===== config.mk =====
export PLATFORM = sky130hd
export DESIGN_NAME = mips_alu_seq
export DESIGN_NICKNAME = d
export VERILOG_FILES = /design/src/rtl/mips_alu_pkg.sv /design/src/rtl/mips_alu_mul_iter.sv /design/src/rtl/mips_alu_seq.sv
export SDC_FILE = /design/constraint.sdc
export NUM_CORES = 1
export LEC_CHECK = 0
export ABC_CLOCK_PERIOD_IN_PS = 2500
export CAP_MARGIN = 20
export CORE_ASPECT_RATIO = 1.2
export CORE_MARGIN = 3
export CORE_UTILIZATION = 59
export DETAILED_ROUTE_END_ITERATION = 8
export GPL_TIMING_DRIVEN = 0
export PLACE_DENSITY = 0.88
export SYNTH_ARGS = -nofsm -noshare
export SYNTH_HDL_FRONTEND = slang
export SYNTH_SLANG_ARGS = --single-unit

===== constraint.sdc =====
create_clock -name clk -period 2.5 [get_ports clk]
set_input_delay 0.25 -clock clk [delete_from_list [all_inputs] [get_ports clk]]
set_output_delay 0.25 -clock clk [all_outputs]
set_load 0.005 [all_outputs]

===== src/rtl/mips_alu_pkg.sv =====
// Shared opcode encodings and FSM states for the sequential MIPS ALU.
// The legacy 2-bit ALU codes (AND/OR/ADD/SUB) sit in the low bits of the 4-bit opcode.
package mips_alu_pkg;

    localparam logic [3:0] OP_AND = 4'b0000;
    localparam logic [3:0] OP_OR  = 4'b0001;
    localparam logic [3:0] OP_ADD = 4'b0010;
    localparam logic [3:0] OP_SUB = 4'b0011;
    localparam logic [3:0] OP_SLT = 4'b0100;
    localparam logic [3:0] OP_NOR = 4'b0101;
    localparam logic [3:0] OP_SLL = 4'b0110;
    localparam logic [3:0] OP_SRL = 4'b0111;
    localparam logic [3:0] OP_SRA = 4'b1000;
    localparam logic [3:0] OP_MUL = 4'b1001;

    typedef enum logic [1:0] {
        IDLE = 2'd0,
        BUSY = 2'd1,
        DONE = 2'd2
    } state_t;

endpackage


===== src/rtl/mips_alu_mul_iter.sv =====
// Iterative unsigned shift-add multiplier: one partial-product step per clock, WIDTH steps.
// Operands are captured on i_start; o_done flags the final product for a single cycle.
module mips_alu_mul_iter #(
    parameter int WIDTH = 32
) (
    input  logic                 clk,
    input  logic                 rst_n,
    input  logic                 i_start,
    input  logic [WIDTH-1:0]     i_multiplicand,
    input  logic [WIDTH-1:0]     i_multiplier,
    output logic                 o_done,
    output logic [2*WIDTH-1:0]   o_product
);

    localparam int CNT_W = $clog2(WIDTH + 1);

    logic             r_busy;
    logic [CNT_W-1:0] r_count;
    logic [WIDTH-1:0] r_mcand;
    logic [WIDTH-1:0] r_hi;
    logic [WIDTH-1:0] r_lo;
    logic [WIDTH:0]   w_sum;

    // The multiplier lives in the low half and is shifted out as the product shifts in.
    assign w_sum     = {1'b0, r_hi} + (r_lo[0] ? {1'b0, r_mcand} : '0);
    assign o_done    = r_busy & (r_count == CNT_W'(WIDTH));
    assign o_product = {r_hi, r_lo};

    always_ff @(posedge clk or negedge rst_n) begin
        if (!rst_n) begin
            r_busy  <= 1'b0;
            r_count <= '0;
            r_mcand <= '0;
            r_hi    <= '0;
            r_lo    <= '0;
        end else if (i_start) begin
            r_busy  <= 1'b1;
            r_count <= '0;
            r_mcand <= i_multiplicand;
            r_hi    <= '0;
            r_lo    <= i_multiplier;
        end else if (r_busy) begin
            if (o_done) begin
                r_busy <= 1'b0;
            end else begin
                {r_hi, r_lo} <= {w_sum, r_lo[WIDTH-1:1]};
                r_count      <= r_count + 1'b1;
            end
        end
    end

endmodule


===== src/rtl/mips_alu_seq.sv =====
// Handshaked EX-stage ALU with registered result and Zero/Overflow/Illegal flags.
// Define MIPS_ALU_MUL_EN to build in the iterative multiplier; otherwise MUL is illegal.
module mips_alu_seq
    import mips_alu_pkg::*;
#(
    parameter int WIDTH   = 32,
    parameter int SHAMT_W = $clog2(WIDTH)
) (
    input  logic             clk,
    input  logic             rst_n,
    input  logic             i_InValid,
    output logic             o_InReady,
    input  logic [WIDTH-1:0] i_Operand1,
    input  logic [WIDTH-1:0] i_Operand2,
    input  logic [3:0]       i_ALUControl,
    output logic             o_OutValid,
    input  logic             i_OutReady,
    output logic [WIDTH-1:0] o_ALUResult,
    output logic [WIDTH-1:0] o_ALUResultHi,
    output logic             o_Zero,
    output logic             o_Overflow,
    output logic             o_Illegal
);

    state_t             r_state;
    logic               r_outValid;
    logic [WIDTH-1:0]   r_result;
    logic [WIDTH-1:0]   r_resultHi;
    logic               r_zero;
    logic               r_overflow;
    logic               r_illegal;

    logic               w_accept;
    logic [SHAMT_W-1:0] w_shamt;
    logic [WIDTH-1:0]   w_sum;
    logic [WIDTH-1:0]   w_diff;
    logic [WIDTH-1:0]   w_result;
    logic               w_overflow;
    logic               w_illegal;

    assign o_InReady = (r_state == IDLE) | ((r_state == DONE) & i_OutReady);
    assign w_accept  = i_InValid & o_InReady;
    assign w_shamt   = i_Operand2[SHAMT_W-1:0];
    assign w_sum     = i_Operand1 + i_Operand2;
    assign w_diff    = i_Operand1 - i_Operand2;

`ifdef MIPS_ALU_MUL_EN
    logic               w_isMul;
    logic               w_mulDone;
    logic [2*WIDTH-1:0] w_product;

    assign w_isMul = (i_ALUControl == OP_MUL);

    mips_alu_mul_iter #(.WIDTH(WIDTH)) u_mul (
        .clk            (clk),
        .rst_n          (rst_n),
        .i_start        (w_accept & w_isMul),
        .i_multiplicand (i_Operand1),
        .i_multiplier   (i_Operand2),
        .o_done         (w_mulDone),
        .o_product      (w_product)
    );
`endif

    // Single-cycle datapath; MUL and unknown opcodes fall through to a zero result.
    always_comb begin
        w_result   = '0;
        w_overflow = 1'b0;
        w_illegal  = 1'b0;
        case (i_ALUControl)
            OP_AND: w_result = i_Operand1 & i_Operand2;
            OP_OR:  w_result = i_Operand1 | i_Operand2;
            OP_ADD: begin
                w_result   = w_sum;
                w_overflow = (i_Operand1[WIDTH-1] == i_Operand2[WIDTH-1]) &
                             (w_sum[WIDTH-1] != i_Operand1[WIDTH-1]);
            end
            OP_SUB: begin
                w_result   = w_diff;
                w_overflow = (i_Operand1[WIDTH-1] != i_Operand2[WIDTH-1]) &
                             (w_diff[WIDTH-1] != i_Operand1[WIDTH-1]);
            end
            OP_SLT: w_result = {{(WIDTH-1){1'b0}}, ($signed(i_Operand1) < $signed(i_Operand2))};
            OP_NOR: w_result = ~(i_Operand1 | i_Operand2);
            OP_SLL: w_result = i_Operand1 << w_shamt;
            OP_SRL: w_result = i_Operand1 >> w_shamt;
            OP_SRA: w_result = $unsigned($signed(i_Operand1) >>> w_shamt);
`ifdef MIPS_ALU_MUL_EN
            OP_MUL: w_result = '0;
`endif
            default: w_illegal = 1'b1;
        endcase
    end

    always_ff @(posedge clk or negedge rst_n) begin
        if (!rst_n) begin
            r_state    <= IDLE;
            r_outValid <= 1'b0;
            r_result   <= '0;
            r_resultHi <= '0;
            r_zero     <= 1'b0;
            r_overflow <= 1'b0;
            r_illegal  <= 1'b0;
        end else begin
            case (r_state)
                IDLE, DONE: begin
                    if (w_accept) begin
`ifdef MIPS_ALU_MUL_EN
                        if (w_isMul) begin
                            r_state    <= BUSY;
                            r_outValid <= 1'b0;
                        end else
`endif
                        begin
                            r_state    <= DONE;
                            r_outValid <= 1'b1;
                            r_result   <= w_result;
                            r_resultHi <= '0;
                            r_zero     <= (w_result == '0);
                            r_overflow <= w_overflow;
                            r_illegal  <= w_illegal;
                        end
                    end else if ((r_state == DONE) && i_OutReady) begin
                        r_state    <= IDLE;
                        r_outValid <= 1'b0;
                    end
                end
`ifdef MIPS_ALU_MUL_EN
                BUSY: begin
                    if (w_mulDone) begin
                        r_state    <= DONE;
                        r_outValid <= 1'b1;
                        r_result   <= w_product[WIDTH-1:0];
                        r_resultHi <= w_product[2*WIDTH-1:WIDTH];
                        r_zero     <= (w_product[WIDTH-1:0] == '0);
                        r_overflow <= 1'b0;
                        r_illegal  <= 1'b0;
                    end
                end
`endif
                default: r_state <= IDLE;
            endcase
        end
    end

    assign o_OutValid    = r_outValid;
    assign o_ALUResult   = r_result;
    assign o_ALUResultHi = r_resultHi;
    assign o_Zero        = r_zero;
    assign o_Overflow    = r_overflow;
    assign o_Illegal     = r_illegal;

endmodule


==> results of run 1 <==
repair_timing:
| item | in CTS |
|---|---|
| hold endpoints to repair | 0 |
| setup buffers | 117 |
| pin swaps | 96 |
| gates resized for setup | 563 |
| setup endpoints to repair | 34 |
kinds of logic after synthesis:
| kind of cell | Yosys count | share of synthesized area (%) |
|---|---|---|
| mux | 128 | 16.96 |
| simple gates | 452 | 18.65 |
| flops | 36 | 7.857 |
| other cells | 1 | 0.03271 |
| compound gates | 531 | 31.90 |
| fa+ha+maj | 100 | 11.04 |
| buf+inv | 251 | 10.43 |
| xor+xnor | 41 | 3.132 |
layer usage:
metal,GRT usage (%),overflow
met2,88.54,13
met3,44.52,0
met1,67.90,0
met5,10.39,0
met4,69.97,18
stage by stage:
stage / setup slack, ns / utilization (%) / std cells / hold WS [ns]
floorplan: -0.8084 / - / 1571 / -0.04559
detailed placement: -2.757 / 69.95 / 1937 / 0.3549
global placement: -2.578 / 69.89 / 1935 / 0.4609
CTS: -0.9703 / 84.50 / 2050 / 0.06966
==> flow_summary.toml, run 1 <==
[logic_synthesis]
yosys.area.top_type = "ha_1"
synth_common_cells = "nand2_1 (136), nor2_1 (134), a21oi_1 (111)"
yosys-top-cells-area = "ha_1 (11%), dfrtp_1 (7.9%), mux4_2 (7.9%)"
ys_warn_count = 0
synthDistinctLibCells = 92
ys_async_sr_fraction_pct = 100.0
synthCells = 1540
synth.most_common_cell = "nand2_1"
synthFlopType = "dfrtp_1"
synth-edff-count = 0
ys_ff_latch = 36
ys_seq_area_share_pct = 7.857
synth.top_cell.area_share_pct = 10.69
syn_avg_cell_area_sq_um = 7.445
synth_area_sq_mm = 0.01147

[die]
io_pins = 141
start_util_pct = 60.37
chipHeight_microns = 158.7
num_rows = 55
die_x_microns = 133.3

[place]
dpl.hpwl_microns = 45560
io_buffer_count = 108
place_area_sq_mm = 0.01329
gp_congestion = 1.206

[global_route]
grt_start_max_net_pins = 37
grt-ovfl-total = 31
grt_pass1_wl_microns = 111800
grt_pass1_vias = 17680
grt_use_total_pct = 67.64

[outcome]
status = "did not finish"
haltStage = "global routing"
stop_error = "[ERROR GRT-0116] Global routing finished with congestion. Check the congestion regions in the DRC Viewer."

[clock_tree]
htree_levels = 2
cts_buffer_depth = 2
numCtsBuffers = 5
ctsHoldBuffers = 0
clockRootBuffer = "clkbuf_16"
cts.sinks = 36
==> run 2: changes to the inputs <==
CORE_ASPECT_RATIO = default   (was 1.2)
CORE_UTILIZATION = 40   (was 59)
PLACE_DENSITY = default   (was 0.88)
PLACE_DENSITY_LB_ADDON = 0.15   (was default)
==> run 2 against run 1 <==
  * The flow now finishes, with violations (setup timing)
  * Synthesized cell count unchanged
  * Area after synthesis is the same
==> flow_summary.toml, run 2 <==
[drt]
drc = 0
drtAntennaViolNets = 0
via_per_inst = 6.877
drtIter0Drc = 1745
num_vias = 15150
dr.pass1.iters = 6
wl_microns = 69170
wl_per_cell_microns = 31.40

[layout]
largest_reg_flops = 32
fillerInstances = 2556
syn_to_final_growth_pct = 46.17
regArea_sq_um = 900.9
final_cell_mix = "buf_4 (159), nand2_1 (126), nor2_1 (117)"
drive_gt1_share_pct = 36.51
layout.nets = 1996
final_cell_area_sq_mm = 0.01676
multiInputGateArea_sq_mm = 0.01123
layout_commonest_cell = "buf_4"
fin_util_pct = 59.83
final_cells = 2203

[setup_path]
worstRegToRegCells = 10
startpoint = "i_Operand2[1]"
critPathMaxFanout = 4
reg2reg_to = "o_Zero"
critPathRequiredTime_ns = 2.68
critPathLaunchType = "primary input"
critPathKind = "in -> reg"
endpoint_kind = "flip-flop"
arrival_ns = 3.90
r2r_slack_ns = -0.48
crit_end = "o_Zero"
r2r_start = "o_OutValid"

[place]
dp.cells = 2058
gp_congestion = 1.066
pre_cts_ws_ns = -2.891
place_area_sq_mm = 0.01343
io_buffer_count = 108
dpl.hpwl_microns = 51870

[logic_synthesis]
synthMuxAreaShare_pct = 16.96
synthDistinctLibCells = 92
synthAdderAreaFrac_pct = 11.04
synth-edff-count = 0
synth.most_common_cell = "nand2_1"
synth_common_cells = "nand2_1 (136), nor2_1 (134), a21oi_1 (111)"
yosys.area.top_type = "ha_1"
synthFlopType = "dfrtp_1"
ys_ff_latch = 36
synth.top_cell.area_share_pct = 10.69
synth_area_sq_mm = 0.01147
synth_top_family_by_area = "compound AO/OA/AOI/OAI gates"
yosys.area_share.simple_pct = 18.65
ys_warn_count = 0
synthCells = 1540
synth_compound_area_share_pct = 31.90
ys_seq_area_share_pct = 7.857
ys_async_sr_fraction_pct = 100.0
synth_xor_area_share_pct = 3.132
yosys-top-cells-area = "ha_1 (11%), dfrtp_1 (7.9%), mux4_2 (7.9%)"
syn_avg_cell_area_sq_um = 7.445

[die]
die_x_microns = 175.3
num_rows = 61
chipHeight_microns = 175.3
io_pins = 141
core-area_sq_mm = 0.02801
start_util_pct = 40.93
die-area_sq_mm = 0.03073

[global_route]
grt_use_total_pct = 43.04
grt_start_max_net_pins = 37
grt-ovfl-total = 0
grt_pass1_vias = 14480
antenna_found_initial = 2
grt_pass1_wl_microns = 98220

[sta]
finalCritPeriodShare_pct = 148.6
setup-tns-final_ns = -15.60
fmax_ghz = 0.2691
setup_viol_count_final = 31
finalMaxSlewViolations = 0
setup_slack_ns = -1.216
tightest_slew_ns = 0.8299
finalHoldViolCount = 0
finalCriticalPeriod_ns = 3.716
rsz0062_at_grt = "true"
holdWs_ns = 0.04196
clock_skew_ns = 0.004325
relSlewSlack_pct = 44.67

[pwr]
p_per_area_mw_per_mm2 = 328.4
vdd.ir_drop.worst_v = 0.0002129
power.leakage_nw = 6.940
p_total_mw = 5.505

[clock_tree]
insertion_delay_ns = 0.28
numCtsBuffers = 5
cts_buffer_depth = 2
clockRootBuffer = "clkbuf_16"
clkTransAtPathRegs_ns = 0.05
htree_levels = 2
ctsHoldBuffers = 0
tritoncts = "done"
cts.sinks = 36

[outcome]
violations = "setup timing"
status = "finished with violations"

[hold_path]
hold_class = "in -> async"

[flow_run]
maxCapViolations = 0
[run 2: cell counts after synthesis]
No cell type changed its count.
[run 2: logic make-up (layout without fill, tap and decap cells)]
logic type	after synthesis	in the layout
DFF	36	36
and+or+nand+nor	452	452
xor gates and xnor gates	41	41
buffers and inverters	251	504
other	1	33
adders and majority gates	100	100
muxes	128	128
AOI/OAI and AO/OA	531	531
[run 2: worst min-delay path by stage]
stage                                  to  cells past startpoint  slack, ns
after CTS                 o_ALUResult[17]                      1       0.06
final                     o_ALUResult[17]                      1       0.04
after detailed placement   o_ALUResult[2]                      1       0.35
after floorplan            o_ALUResult[0]                      0      -0.05
after global placement    o_ALUResult[13]                      2       0.46
after global routing       o_ALUResult[3]                      1        0.1
[run 2: report_power, final]
part | internal (mW) | switching (mW)
combinational | 1.78 | 2.35
clock | 0.417 | 0.211
sequential | 0.692 | 0.0540
[run 2: cell type report]
class                      count  share of cell area, %
sequential                    36                  5.375
timing repair buffer         256                  13.53
antenna                        1                0.01493
tap                          378                  2.822
multi-input combinational   1284                  66.99
clock buffer                   7                 0.9108
inverter                     101                  2.471
buffer                       140                  7.884
[run 2: what timing repair did]
action / 4_1_cts / 5_1_grt
pin swaps: 101 / 78
setup buffers: 119 / 24
gates cloned: 4 / 1
gates resized for setup: 513 / 157
endpoints found under the setup margin: 34 / 34
[run 2: metal layers]
metal	GRT usage, %	vias up	part of all wire (%)
met5	0	-	0
met4	30.02	0	8.9
met3	7.588	343	11
met2	68.46	1200	44
met1	52.83	7294	36
li1	-	6314	-
[run 2: critical path, stage by stage]
cell and delay (ns):
buf_12 0.09, clkinvlp_4 0.17, buf_12 0.18, buf_12 0.11, buf_12 0.13, fa_2 0.38
nor2b_4 0.14, o211ai_1 0.25, and2_4 0.25, o31a_1 0.26, xnor2_1 0.14, a221oi_2 0.37
o2111a_1 0.27, nand4_1 0.18, nor4_4 0.32, nand4_1 0.18, o41ai_2 0.21
(Power assumes the default switching activity.)
==> run 3: changes to the inputs <==
GPL_TIMING_DRIVEN = default   (was 0)
==> run 3 against run 2 <==
  * The flow still finishes with violations (setup timing)
  * Final area up 22%
  * Sequential share of layout area down 0.97 points
  * Clock skew down 0.0023 ns
  * Critical path depth unchanged
  * Clock power down 3%
  * Total power up 14%
  * Setup slack better by 0.31 ns
  * Critical path type unchanged
==> flow_summary.toml, run 3 (synthesis results as in run 2) <==
[clock_tree]
htree_levels = 2
cts.sinks = 36
clockRootBuffer = "clkbuf_16"
ctsHoldBuffers = 0
insertion_delay_ns = 0.28
tritoncts = "done"
numCtsBuffers = 5
cts_buffer_depth = 2
clkTransAtPathRegs_ns = 0.05

[setup_path]
crit_family = "compound AO/OA/AOI/OAI gates"
critPathRequiredTime_ns = 2.68
reg2reg_to = "o_Zero"
crit_slowest_cell = "fa_2"
max_stage_delay_ns = 0.39
crit_top_cell = "buf_6"
critPathKind = "in -> reg"
r2r_slack_ns = -0.02
r2r_start = "o_OutValid"
path_cells = "buf_6 > buf_6 > ha_4 > inv_2 > fa_2 > nor2b_4 > o211ai_1 > buf_4 > a211o_4 > a31oi_4 > a21oi_2 > a221o_1 > a211oi_2 > and4_1 > and4bb_2 > nand4_1 > o41ai_2"
endpoint_kind = "flip-flop"
arrival_ns = 3.58
critPathLaunchType = "primary input"
crit_end = "o_Zero"
cp.buffers_inverters = 4
worstRegToRegCells = 11
cp.depth = 17
critPathMaxFanout = 3
startpoint = "i_Operand1[0]"

[drt]
wl_microns = 64390
drtAntennaViolNets = 0
drtIter0Drc = 1732
dr.pass1.iters = 5
drc = 0
num_vias = 16230
wl_per_cell_microns = 24.38
via_per_inst = 6.145

[layout]
syn_to_final_growth_pct = 78.34
layout.nets = 2434
fillerInstances = 2211
layout_commonest_cell = "buf_4"
final_cell_mix = "buf_4 (651), nand2_1 (126), nor2_1 (121)"
drive_gt1_share_pct = 53.69
largest_reg_flops = 32
final_cells = 2641
n_antenna_cell = 0
final_cell_area_sq_mm = 0.02045

[pwr]
seq_power_share_pct = 11.9
power_switching_share_pct = 43.52
vdd.ir_drop.worst_v = 0.0002587
power.leakage_nw = 9.030
p_per_area_mw_per_mm2 = 306.2
combPwrFrac_pct = 78.3
p_total_mw = 6.262
pwr-share-clk_pct = 9.8
p_sw_mw = 2.725
internal-power_mw = 3.536

[die]
die_x_microns = 175.3
die-area_sq_mm = 0.03073
start_util_pct = 40.93
chipHeight_microns = 175.3
io_pins = 141
core-area_sq_mm = 0.02801
num_rows = 61

[place]
dpl.hpwl_microns = 50080
dp.cells = 2534
gp_congestion = 1.071
place_area_sq_mm = 0.01737
io_buffer_count = 108

[sta]
fmax_ghz = 0.2937
clock_skew_ns = 0.001997
relSlewSlack_pct = 49.78
finalHoldViolCount = 0
finalCritPeriodShare_pct = 136.2
setup_slack_ns = -0.9047
finalCriticalPeriod_ns = 3.405
finalMaxSlewViolations = 0
setup_viol_count_final = 21
rsz0062_at_grt = "true"
tightest_slew_ns = 0.7532
setup-tns-final_ns = -7.874

[hold_path]
hold_class = "in -> async"

[global_route]
grt_pass1_wl_microns = 95070
grt_pass1_vias = 15830
antenna_found_initial = 0
grt_start_max_net_pins = 55
grt-ovfl-total = 0
grt_use_total_pct = 39.93

[outcome]
violations = "setup timing"
status = "finished with violations"

[flow_run]
maxCapViolations = 0
==> run 3: cell types whose count changed in the layout (fill, tap and decap cells not counted), moves of 9 or more <==
cell,delta
o21ai_2,+9
o21ai_0,-9
inv_1,-30
buf_4,+492
clkbuf_8,-10
clkbuf_4,-14
ha_4,+18
clkbuf_1,-14
buf_6,+22
clkbuf_2,-11
inv_2,+24
ha_1,-20
==> run 3: how the worst min path moves through the flow <==
stage / from / endpoint / slack (ns) / depth (start not counted)
floorplan: rst_n / o_ALUResult[0] / -0.05 / 0
global placement: rst_n / o_ALUResult[3] / 0.35 / 1
detailed placement: rst_n / o_ALUResult[6] / 0.36 / 1
CTS: rst_n / o_ALUResult[6] / 0.06 / 1
global route: rst_n / o_ALUResult[3] / 0.09 / 1
finish: rst_n / o_ALUResult[6] / 0.04 / 1
==> run 3: final cells by class <==
type	instances	area (sq um)	share of cell area, %
multi-input combinational	1284	11650	56.98
timing repair buffer	834	6858	33.54
sequential	36	900.9	4.406
tap	378	473.0	2.313
inverter	101	415.4	2.031
clock buffer	6	138.9	0.6792
clock inverter	2	10.01	0.04895
==> run 3: metrics by stage <==
stage | hold WS, ns | utilization [%] | setup slack, ns
after floorplan | -0.04559 | - | -0.8084
after global placement | 0.3473 | 62.00 | -1.737
after detailed placement | 0.3566 | 62.00 | -1.818
after CTS | 0.05600 | 70.15 | -0.9390
after global routing | 0.09223 | 73.00 | -0.9870
final | 0.03746 | 73.00 | -0.9047
==> run 3: repair_timing <==
item                       4_1_cts  5_1_grt
cloned                           4        0
gates resized for setup        463      212
setup endpoints to repair       34       31
buffers inserted                79       35
pin swaps                      121      107
==> run 3: routing by layer <==
metal  GRT usage (%)  wire [microns]  vias up
met5               0               0        -
met4           17.45            3698        0
met3           4.561            5860      249
met2           64.03           28830      998
met1           54.28           26000     7800
li1                -               -     7183
==> run 3: worst register-to-register path, cell delays in order, from the launching register on <==
cell and delay (ns):
dfrtp_1 0.39, nand2b_1 0.12, nand2_2 0.11, nor2_1 0.16
o221ai_1 0.13, a221oi_1 0.32, buf_4 0.22, o2111a_1 0.19
nand4_1 0.19, nor4_4 0.22, nand4_1 0.16, o41ai_2 0.22
==> run 3: power groups by stage <==
stage | clock [mW] | combinational [mW] | sequential (mW)
finish | 0.612 | 4.90 | 0.748
CTS | 0.625 | 4.50 | 0.749
detailed placement | 0 | 3.93 | 0.757
global route | 0.646 | 5.14 | 0.766
global placement | 0 | 3.89 | 0.750
floorplan | 0 | 1.84 | 0.763
==> run 4: changes to the inputs <==
PLACE_DENSITY_LB_ADDON = default   (was 0.15)
==> run 4 against run 3 <==
  * Critical endpoint unchanged
  * Sequential power hardly changed
  * Setup slack worse by 0.024 ns
  * Combinational power hardly changed
  * Largest cell class unchanged
  * The flow still finishes with violations (setup timing)
  * Utilization is 0.40 points lower
  * Hold slack better by 0.0015 ns
==> flow_summary.toml, run 4 (synthesis results as in run 2) <==
[outcome]
status = "finished with violations"
violations = "setup timing"

[clock_tree]
clkTransAtPathRegs_ns = 0.05
numCtsBuffers = 5
insertion_delay_ns = 0.28
htree_levels = 2
ctsHoldBuffers = 0
cts_buffer_depth = 2
tritoncts = "done"
cts.sinks = 36
clockRootBuffer = "clkbuf_16"

[global_route]
grt_pass1_vias = 15860
grt-ovfl-total = 0
antenna_found_initial = 0
grt_use_total_pct = 39.92
grt_pass1_wl_microns = 95200
grt_start_max_net_pins = 55

[sta]
setup_slack_ns = -0.9291
clock_skew_ns = 0.001249
finalCritPeriodShare_pct = 137.2
rsz0062_at_grt = "true"
finalMaxSlewViolations = 0
tightest_slew_ns = 0.7608
fmax_ghz = 0.2916
setup_viol_count_final = 22
holdWs_ns = 0.03895
relSlewSlack_pct = 49.28
finalHoldViolCount = 0
finalCriticalPeriod_ns = 3.429

[pwr]
p_per_area_mw_per_mm2 = 308.6
vdd.ir_drop.worst_v = 0.0002056
power_switching_share_pct = 43.36
pwr-share-clk_pct = 10.1
power.leakage_nw = 8.990
internal-power_mw = 3.555
p_sw_mw = 2.721
p_total_mw = 6.276
seq_power_share_pct = 11.9
combPwrFrac_pct = 77.9

[setup_path]
worstRegToRegCells = 11
r2r_slack_ns = 0
critPathMaxFanout = 3
crit_end = "o_Zero"
reg2reg_to = "o_Zero"
critPathLaunchType = "primary input"
r2r_start = "o_OutValid"
critPathRequiredTime_ns = 2.68
arrival_ns = 3.61
critPathKind = "in -> reg"
startpoint = "i_Operand1[0]"
endpoint_kind = "flip-flop"

[die]
die_x_microns = 175.3
start_util_pct = 40.93
chipHeight_microns = 175.3
die-area_sq_mm = 0.03073
num_rows = 61
io_pins = 141
core-area_sq_mm = 0.02801

[layout]
final_cells = 2637
fillerInstances = 2226
regArea_sq_um = 900.9
final_cell_mix = "buf_4 (637), nand2_1 (126), nor2_1 (121)"
layout_commonest_cell = "buf_4"
drive_gt1_share_pct = 51.93
layout.nets = 2431
largest_reg_flops = 32
n_antenna_cell = 0
fin_util_pct = 72.60
syn_to_final_growth_pct = 77.36
multiInputGateArea_sq_mm = 0.01151

[place]
gp_congestion = 1.066
dp.cells = 2516
dpl.hpwl_microns = 50530
io_buffer_count = 108
pre_cts_ws_ns = -1.757

[drt]
wl_per_cell_microns = 24.58
wl_microns = 64830
drc = 0
via_per_inst = 6.172
drtAntennaViolNets = 0
drtIter0Drc = 1739
num_vias = 16280
dr.pass1.iters = 6

[flow_run]
maxCapViolations = 0

[hold_path]
hold_class = "in -> async"
==> run 4: changes by cell type in the layout (fill, tap and decap cells not counted), moves of 4 or more <==
cell | before | now
inv_2 | 31 | 27
clkdlybuf4s15_1 | 1 | 7
clkbuf_2 | 12 | 5
buf_4 | 651 | 637
o21ai_0 | 41 | 46
clkdlybuf4s15_2 | 6 | 10
ha_1 | 56 | 60
nor3_1 | 17 | 21
o21ai_2 | 27 | 18
buf_6 | 62 | 73
inv_1 | 59 | 66
==> run 4: worst min path at each step <==
stage,start,to,slack [ns]
floorplan,rst_n,o_ALUResult[0],-0.05
global placement,rst_n,o_ALUResult[5],0.35
detailed placement,rst_n,o_ALUResult[12],0.36
CTS,rst_n,o_ALUResult[12],0.06
global route,rst_n,o_ALUResult[12],0.09
finish,rst_n,o_ALUResult[12],0.04
==> run 4: timing repair <==
action,CTS,global route
endpoints found under the hold margin,0,0
buffers inserted,90,41
gates resized for setup,481,150
pin swaps,139,91
setup endpoints to repair,34,31
cloned,1,1
==> run 4: through the flow <==
stage / TNS [ns] / area [sq um]
2_1_floorplan: -6.517 / 11870
3_3_place_gp: -32.67 / 17170
3_5_place_dp: -33.69 / 17170
4_1_cts: -7.424 / 19520
5_1_grt: -10.57 / 20340
6_report: -8.977 / 20340
==> run 4: worst max-delay path, stage by stage <==
cell      delay [ns]
buf_6           0.07
buf_6           0.10
ha_4            0.13
inv_2           0.04
fa_2            0.38
nor2b_4         0.13
o211ai_1        0.22
buf_4           0.22
a211o_4         0.34
a31oi_4         0.25
a21oi_2         0.10
a221o_1         0.33
a211oi_2        0.25
and4_1          0.22
and4bb_2        0.22
nand4_1         0.15
o41ai_2         0.23
==> run 4: area by class of cell <==
cell class / instances / area share, %
clock buffers: 7 / 0.7506
inverters: 101 / 2.006
multi-input cells: 1284 / 56.62
flip-flops and latches: 36 / 4.430
well taps: 378 / 2.326
repair buffers: 831 / 33.86
==> run 4: metal layers <==
metal	track usage [%]	vias up	wire length [microns]
met2	64.31	994	29240
met3	4.972	208	5742
met1	54.09	7885	26390
met5	0	-	0
met4	16.69	0	3458
li1	-	7188	-
==> run 4: power groups by stage <==
stage                     logic (mW)  clock network (mW)  registers, mW
after floorplan                 1.84                   0          0.763
after global placement          3.86                   0          0.749
after detailed placement        3.89                   0          0.756
after CTS                       4.48               0.648          0.750
after global routing            5.12               0.675          0.768
final                           4.89               0.635          0.750
